==> config.mk <==
export PLATFORM = sky130hd
export DESIGN_NAME = operand_entry
export DESIGN_NICKNAME = d
export VERILOG_FILES = /design/src/rtl/calc_pkg.sv /design/src/rtl/btn_debounce.sv /design/src/rtl/operand_entry.sv
export SDC_FILE = /design/constraint.sdc
export NUM_CORES = 1
export LEC_CHECK = 0
export BUFFER_PORTS_ARGS = -buffer_cell sky130_fd_sc_hd__buf_2
export CAP_MARGIN = 20
export CORE_ASPECT_RATIO = 1.75
export CORE_UTILIZATION = 40
export CTS_CLUSTER_DIAMETER = 120
export DETAILED_ROUTE_END_ITERATION = 8
export PLACE_DENSITY = 0.59
export SYNTH_ARGS = -nofsm -noshare
export SYNTH_HDL_FRONTEND = slang
export SYNTH_SLANG_ARGS = --single-unit
==> constraint.sdc <==
create_clock -name CLK100MHZ -period 5.55 [get_ports CLK100MHZ]
set_input_delay 1.11 -clock CLK100MHZ [delete_from_list [all_inputs] [get_ports CLK100MHZ]]
set_output_delay 1.11 -clock CLK100MHZ [all_outputs]
set_load 0.01 [all_outputs]
==> src/rtl/calc_pkg.sv <==
// Shared calculator definitions: entry-state encoding, operand sizing and BCD-to-binary conversion.
package calc_pkg;

    localparam int OPERAND_W  = 14;
    localparam int NUM_DIGITS = 4;

    typedef enum logic [1:0] {
        ENTER_A = 2'd0,
        ENTER_B = 2'd1,
        READY   = 2'd2
    } entry_state_e;

    // d3*1000 + d2*100 + d1*10 + d0 using shifts and adds only; 9999 fits in 14 bits
    function automatic logic [OPERAND_W-1:0] bcd2bin(input logic [4*NUM_DIGITS-1:0] bcd);
        logic [OPERAND_W-1:0] d3, d2, d1, d0;
        d3 = OPERAND_W'(bcd[15:12]);
        d2 = OPERAND_W'(bcd[11:8]);
        d1 = OPERAND_W'(bcd[7:4]);
        d0 = OPERAND_W'(bcd[3:0]);
        return (d3 << 10) - (d3 << 4) - (d3 << 3)
             + (d2 << 6) + (d2 << 5) + (d2 << 2)
             + (d1 << 3) + (d1 << 1)
             + d0;
    endfunction

endpackage

==> src/rtl/btn_debounce.sv <==
// One push-button front end: 2-FF synchroniser, stability counter, registered press pulse.
module btn_debounce #(
    parameter int DEBOUNCE_CYCLES = 50_000
) (
    input  logic clk,
    input  logic rst,
    input  logic raw,
    output logic press
);
    localparam int CNT_W = $clog2(DEBOUNCE_CYCLES);

    logic             sync1, sync2, level;
    logic [CNT_W-1:0] cnt;

    always_ff @(posedge clk or posedge rst) begin
        if (rst) begin
            sync1 <= 1'b0;
            sync2 <= 1'b0;
            level <= 1'b0;
            cnt   <= '0;
            press <= 1'b0;
        end else begin
            sync1 <= raw;
            sync2 <= sync1;
            press <= 1'b0;
            if (sync2 == level) begin
                cnt <= '0;
            end else if (cnt == CNT_W'(DEBOUNCE_CYCLES - 1)) begin
                // Accept the new level; only a rising level counts as a press
                level <= sync2;
                cnt   <= '0;
                press <= sync2;
            end else begin
                cnt <= cnt + 1'b1;
            end
        end
    end

endmodule

==> src/rtl/operand_entry.sv <==
// Operand entry controller: five debounced buttons edit a 4-digit BCD buffer and commit A, then B.
module operand_entry
    import calc_pkg::*;
#(
    parameter int DEBOUNCE_CYCLES = 50_000
) (
    input  logic                 CLK100MHZ,
    input  logic                 rst,
    input  logic                 btnU,
    input  logic                 btnD,
    input  logic                 btnL,
    input  logic                 btnR,
    input  logic                 btnC,
    output logic [15:0]          digits,
    output logic [1:0]           cursor,
    output logic [OPERAND_W-1:0] operand_a,
    output logic [OPERAND_W-1:0] operand_b,
    output logic                 operands_valid,
    output logic [1:0]           entry_state
);
    logic [4:0]                 press;
    logic                       pressC, pressU, pressD, pressL, pressR;
    logic [NUM_DIGITS-1:0][3:0] digBuf;
    logic [3:0]                 curDigit;
    entry_state_e               state;

    btn_debounce #(.DEBOUNCE_CYCLES(DEBOUNCE_CYCLES)) uDebounce [4:0] (
        .clk   (CLK100MHZ),
        .rst   (rst),
        .raw   ({btnC, btnU, btnD, btnL, btnR}),
        .press (press)
    );

    assign {pressC, pressU, pressD, pressL, pressR} = press;
    assign curDigit    = digBuf[cursor];
    assign digits      = digBuf;
    assign entry_state = state;

    // if/else order encodes priority C > U > D > L > R
    always_ff @(posedge CLK100MHZ or posedge rst) begin
        if (rst) begin
            state          <= ENTER_A;
            digBuf         <= '0;
            cursor         <= 2'd0;
            operand_a      <= '0;
            operand_b      <= '0;
            operands_valid <= 1'b0;
        end else if (pressC) begin
            digBuf <= '0;
            cursor <= 2'd0;
            case (state)
                ENTER_A: begin
                    operand_a <= bcd2bin(digBuf);
                    state     <= ENTER_B;
                end
                ENTER_B: begin
                    operand_b      <= bcd2bin(digBuf);
                    operands_valid <= 1'b1;
                    state          <= READY;
                end
                default: begin
                    operands_valid <= 1'b0;
                    state          <= ENTER_A;
                end
            endcase
        end else if (state == ENTER_A || state == ENTER_B) begin
            if (pressU)
                digBuf[cursor] <= (curDigit == 4'd9) ? 4'd0 : curDigit + 4'd1;
            else if (pressD)
                digBuf[cursor] <= (curDigit == 4'd0) ? 4'd9 : curDigit - 4'd1;
            else if (pressL)
                cursor <= cursor + 2'd1;
            else if (pressR)
                cursor <= cursor - 2'd1;
        end
    end

endmodule

==> results by stage <==
Cells and area:
- At the end of the flow, the number of nets in the layout was 920.
- The number of inserted filler cells in the final layout is 1879.
- The share of cells above drive strength 1 is 12.34%.
- The library cells used most frequently in the layout, excluding fill and tap cells, are dfrtp_1 (149), nor2_1 (117), nand2_1 (78).
- The growth of design area from synthesis to finish is 14.04%.
- Once layout is complete, the utilization of the core stands at a little under half.
- The area taken by multi-input logic gates is 0.003925 mm².
- The library cell used most frequently in the layout, excluding fill and tap cells, is dfrtp_1.
- The number of antenna diodes in the final layout is 0.
- The final cell area excluding filler cells is approximately 0.0091 mm².
- In the final layout, flip-flops and latches occupy 0.003729 mm².

Global route:
- The largest net degree at the start of global routing is between 70 and 80.
- The number of antenna violations at the first check in global routing is 0.
- Global routing used 18.24% of the available tracks.
- The wire length of the first global-routing pass is ~29 mm.
- The number of global-route vias before repair came to 6009.
- Global routing finished with a remaining overflow of 0.

STA:
- Based on the critical path, the design can be clocked at up to 229.7 MHz.
- The setup violation total in the final timing report is 0.
- Adding up every negative setup slack in the final design gives 0 ns.
- For the finished layout, the period the worst path requires is 4.353 ns.
- Setup repair after global routing left no endpoint under its margin.
- The final count of pins violating max slew is 0.
- The final cycle utilization of the critical path is 78.43%.
- The slew of the pin with the lowest slew margin is 1.032 ns.
- The count of endpoints failing hold in the final timing report came to 0.
- The worst pin sits at a relative slew slack of 31.01%.
- The worst-case setup margin in the final layout is 1.197 ns.
- On the final layout, the worst clock skew is 0.008558 ns.

Floorplan:
- In this run the count of I/O pins placed on the die edge is 56.
- For this configuration, the core starts out at a cell density of 40.69%.
- The floorplan has between 60 and 70 rows.
- The area of the die is 0.02058 mm².
- From bottom edge to top edge, the die measures 189.0 µm.
- The area of the placeable core is 0.01965 mm².
- The horizontal die dimension is around 110 µm.

Pwr:
- The share of total power dissipated in sequential elements is 47.2%.
- The largest voltage drop on the vdd net is 0.1411 mV.
- Of the total power, the share spent switching nets is 23.46%.
- The analysis attributes to cell leakage a power of ~4.4 nW.
- The power per unit of standard cell area is approximately 260 mW/mm².
- Combinational logic burns 2.1% of the power.
- Overall power consumption after layout is estimated at 2.351 mW.
- In this run the power spent charging and discharging nets is 0.5515 mW.
- The internal power is 1.799 mW.
- The share of power burned in the clock network is about half.

CTS:
- The number of hold buffers added after CTS was 0.
- The number of buffers created by CTS is 17.
- Clock latency on the worst-skew pair, taken at its later pin, is around 0.43 ns.
- The number of gates resized after cts is 0.
- Clock-pin slew was measured on the worst setup and hold paths at approximately 0.07 ns.
- The clock sink count is ~150.
- The clock tree root driver cell is clkbuf_16.
- Once the clock tree was built, the setup fixing pass inserted 0 buffers.
- TritonCTS built the clock tree.
- The H-tree depth is 4.
- The clock passes through at most 2 buffers.

Logic synthesis:
- By area the synthesized netlist is led by dfrtp_1 (47%), ha_1 (5.6%), nor2_1 (5.5%), xor2_1 (5.5%), fa_1 (3.8%).
- The total nets after synthesis is 866.
- The mean cell area of the mapped netlist is 9.897 µm².
- The number of warning messages in the yosys log is 0.
- Synthesis produced a netlist whose cell count is 808.
- In the synthesized netlist the dominant register cell turns out to be dfrtp_1.
- In this run, synthesis inferred 0 flip-flops with an integrated enable.
- The number of different library cells in the post-synthesis netlist is 57.
- The portion of the post-synthesis area used by sequential elements is 46.63%.
- The post-synthesis register bit count is 149.
- The summed instance area of the synthesized netlist is 0.007996 mm².
- The synthesized design devotes to its leading area cell type between 40% and 50% of total area.
- The cell type contributing the most total cell area after synthesis is dfrtp_1.
- The async set-reset flop share out of synthesis is 100.0%.

Status:
- The flow ran to the end, and the final reports show no timing, DRC or antenna violations.

Detailed routing:
- The routed layout has 5781 vias.
- The first detailed-routing pass ran for 4 iterations.
- The number of nets with antenna violations after routing is 0.
- For this block, the initial DRC count from the detailed router was 264.
- The wire length per cell is 15.17 µm.
- The detailed-route DRC error count is 0.
- The via density per instance is roughly 5.2.
- After detailed routing, the total wire length is 16.99 mm.

Worst setup path:
- In this run the worst path has a maximum fanout of 5.
- The worst setup path is captured at a flop.
- The critical path is of the reg -> reg type.
- The arrival time at the worst endpoint is 4.66 ns.
- The startpoint type of the worst setup path is a flop.
- The origin of the critical flop-to-flop path is digits[5]$_DFFE_PP0P_.
- The setup check on the worst reg-to-reg path leaves a slack of 1.20 ns.
- In this run the critical register-to-register path is captured at operand_b[11]$_DFFE_PP0P_.
- The number of cells on the worst reg-to-reg path is 13.
- The required time of the critical path is slightly below 6 ns.

Min path:
- In this run the most critical hold path is launched from uDebounce[3].sync1$_DFF_PP0_.
- The number of cells traversed by the worst hold path is 0.
- The path with the worst hold slack has its endpoint at uDebounce[3].sync2$_DFF_PP0_.
- The tightest min-delay check is of the reg -> reg type.

Job:
- The tool flagged a number of max-cap violations equal to 0.

Placed design:
- The setup slack after placement is ~1.2 ns.
- Routability-driven placement finished with a final weighted congestion of 0.8204.
- The count of input and output buffers is 55.
- The half-perimeter wire length of the detailed placement result is approximately 12 mm.
- The cell area after placement is ~0.0085 mm².
==> per-stage QoR <==
stage | instances | hold WS (ns)
5_1_grt | 1120 | 0.3623
6_report | 1120 | 0.3487
2_1_floorplan | 808 | 0.3312
4_1_cts | 1120 | 0.3516
3_5_place_dp | 1088 | 0.3365
3_3_place_gp | 1088 | 0.3337
==> power groups by stage <==
stage,Combinational (mW),Clock [mW],Sequential (mW)
2_1_floorplan,0.0367,0,1.13
3_3_place_gp,0.0513,0,1.13
3_5_place_dp,0.0515,0,1.13
4_1_cts,0.0519,1.22,1.11
5_1_grt,0.0595,1.27,1.11
6_report,0.0489,1.19,1.11
==> cells by family after synthesis <==
family	synth area share, %
fa+ha+maj	9.388
simple gates	20.23
flops	46.63
buf+inv	4.365
xor+xnor	9.091
mux	3.192
compound gates	7.104
==> state kept, by name, indices dropped and copies added, names as in the netlist <==
name and flops:
uDebounce.press 5, uDebounce.level 5, uDebounce.cnt 80, uDebounce.sync1 5, operand_a 14, cursor 2
operands_valid 1, digits 16, uDebounce.sync2 5, entry_state 2, operand_b 14
==> how the worst max path moves through the flow <==
stage / start / end / depth (start not counted)
after floorplan: rst / cursor[0]$_DFFE_PP0P_ / 1
after global placement: digits[5]$_DFFE_PP0P_ / operand_b[11]$_DFFE_PP0P_ / 13
after detailed placement: digits[5]$_DFFE_PP0P_ / operand_b[11]$_DFFE_PP0P_ / 13
after CTS: digits[5]$_DFFE_PP0P_ / operand_a[11]$_DFFE_PP0P_ / 13
after global routing: digits[5]$_DFFE_PP0P_ / operand_b[11]$_DFFE_PP0P_ / 13
final: digits[5]$_DFFE_PP0P_ / operand_b[11]$_DFFE_PP0P_ / 13
==> cell usage after synthesis (16+ instances only) <==
cell type / n
clkbuf_1: 18
xnor2_1: 33
nand2_1: 78
xor2_1: 50
ha_1: 36
dfrtp_1: 149
nor3_1: 16
nand3_1: 38
nor2_1: 117
inv_1: 65
nand4_1: 20
and3_1: 21
==> cell type report <==
cell class / instances / share of cell area (%)
Multi-Input combinational cell: 570 / 43.04
Sequential cell: 149 / 40.89
Clock inverter: 14 / 1.811
Inverter: 65 / 2.731
Tap cell: 245 / 3.362
Clock buffer: 18 / 4.816
Timing Repair Buffer: 59 / 3.348
==> metal layers <==
| metal | GRT usage, % | vias to the layer above | part of all wire (%) |
|---|---|---|---|
| met5 | 0 | - | 0 |
| met4 | 6.029 | 0 | 1.2 |
| met3 | 3.993 | 14 | 2.6 |
| met2 | 34.93 | 71 | 57 |
| met1 | 18.92 | 2861 | 39 |
| li1 | - | 2835 | - |
==> worst max-delay path, stage by stage (launching register included) <==
cell	delay (ns)
dfrtp_1	0.42
inv_1	0.08
fa_1	0.54
inv_1	0.06
fa_1	0.52
inv_1	0.05
fa_1	0.53
inv_1	0.07
fa_1	0.46
a21oi_1	0.19
o21bai_1	0.18
a2111oi_0	0.85
or4_1	0.21
nand3_1	0.06
Note: power is estimated with default switching activity, not from simulation.
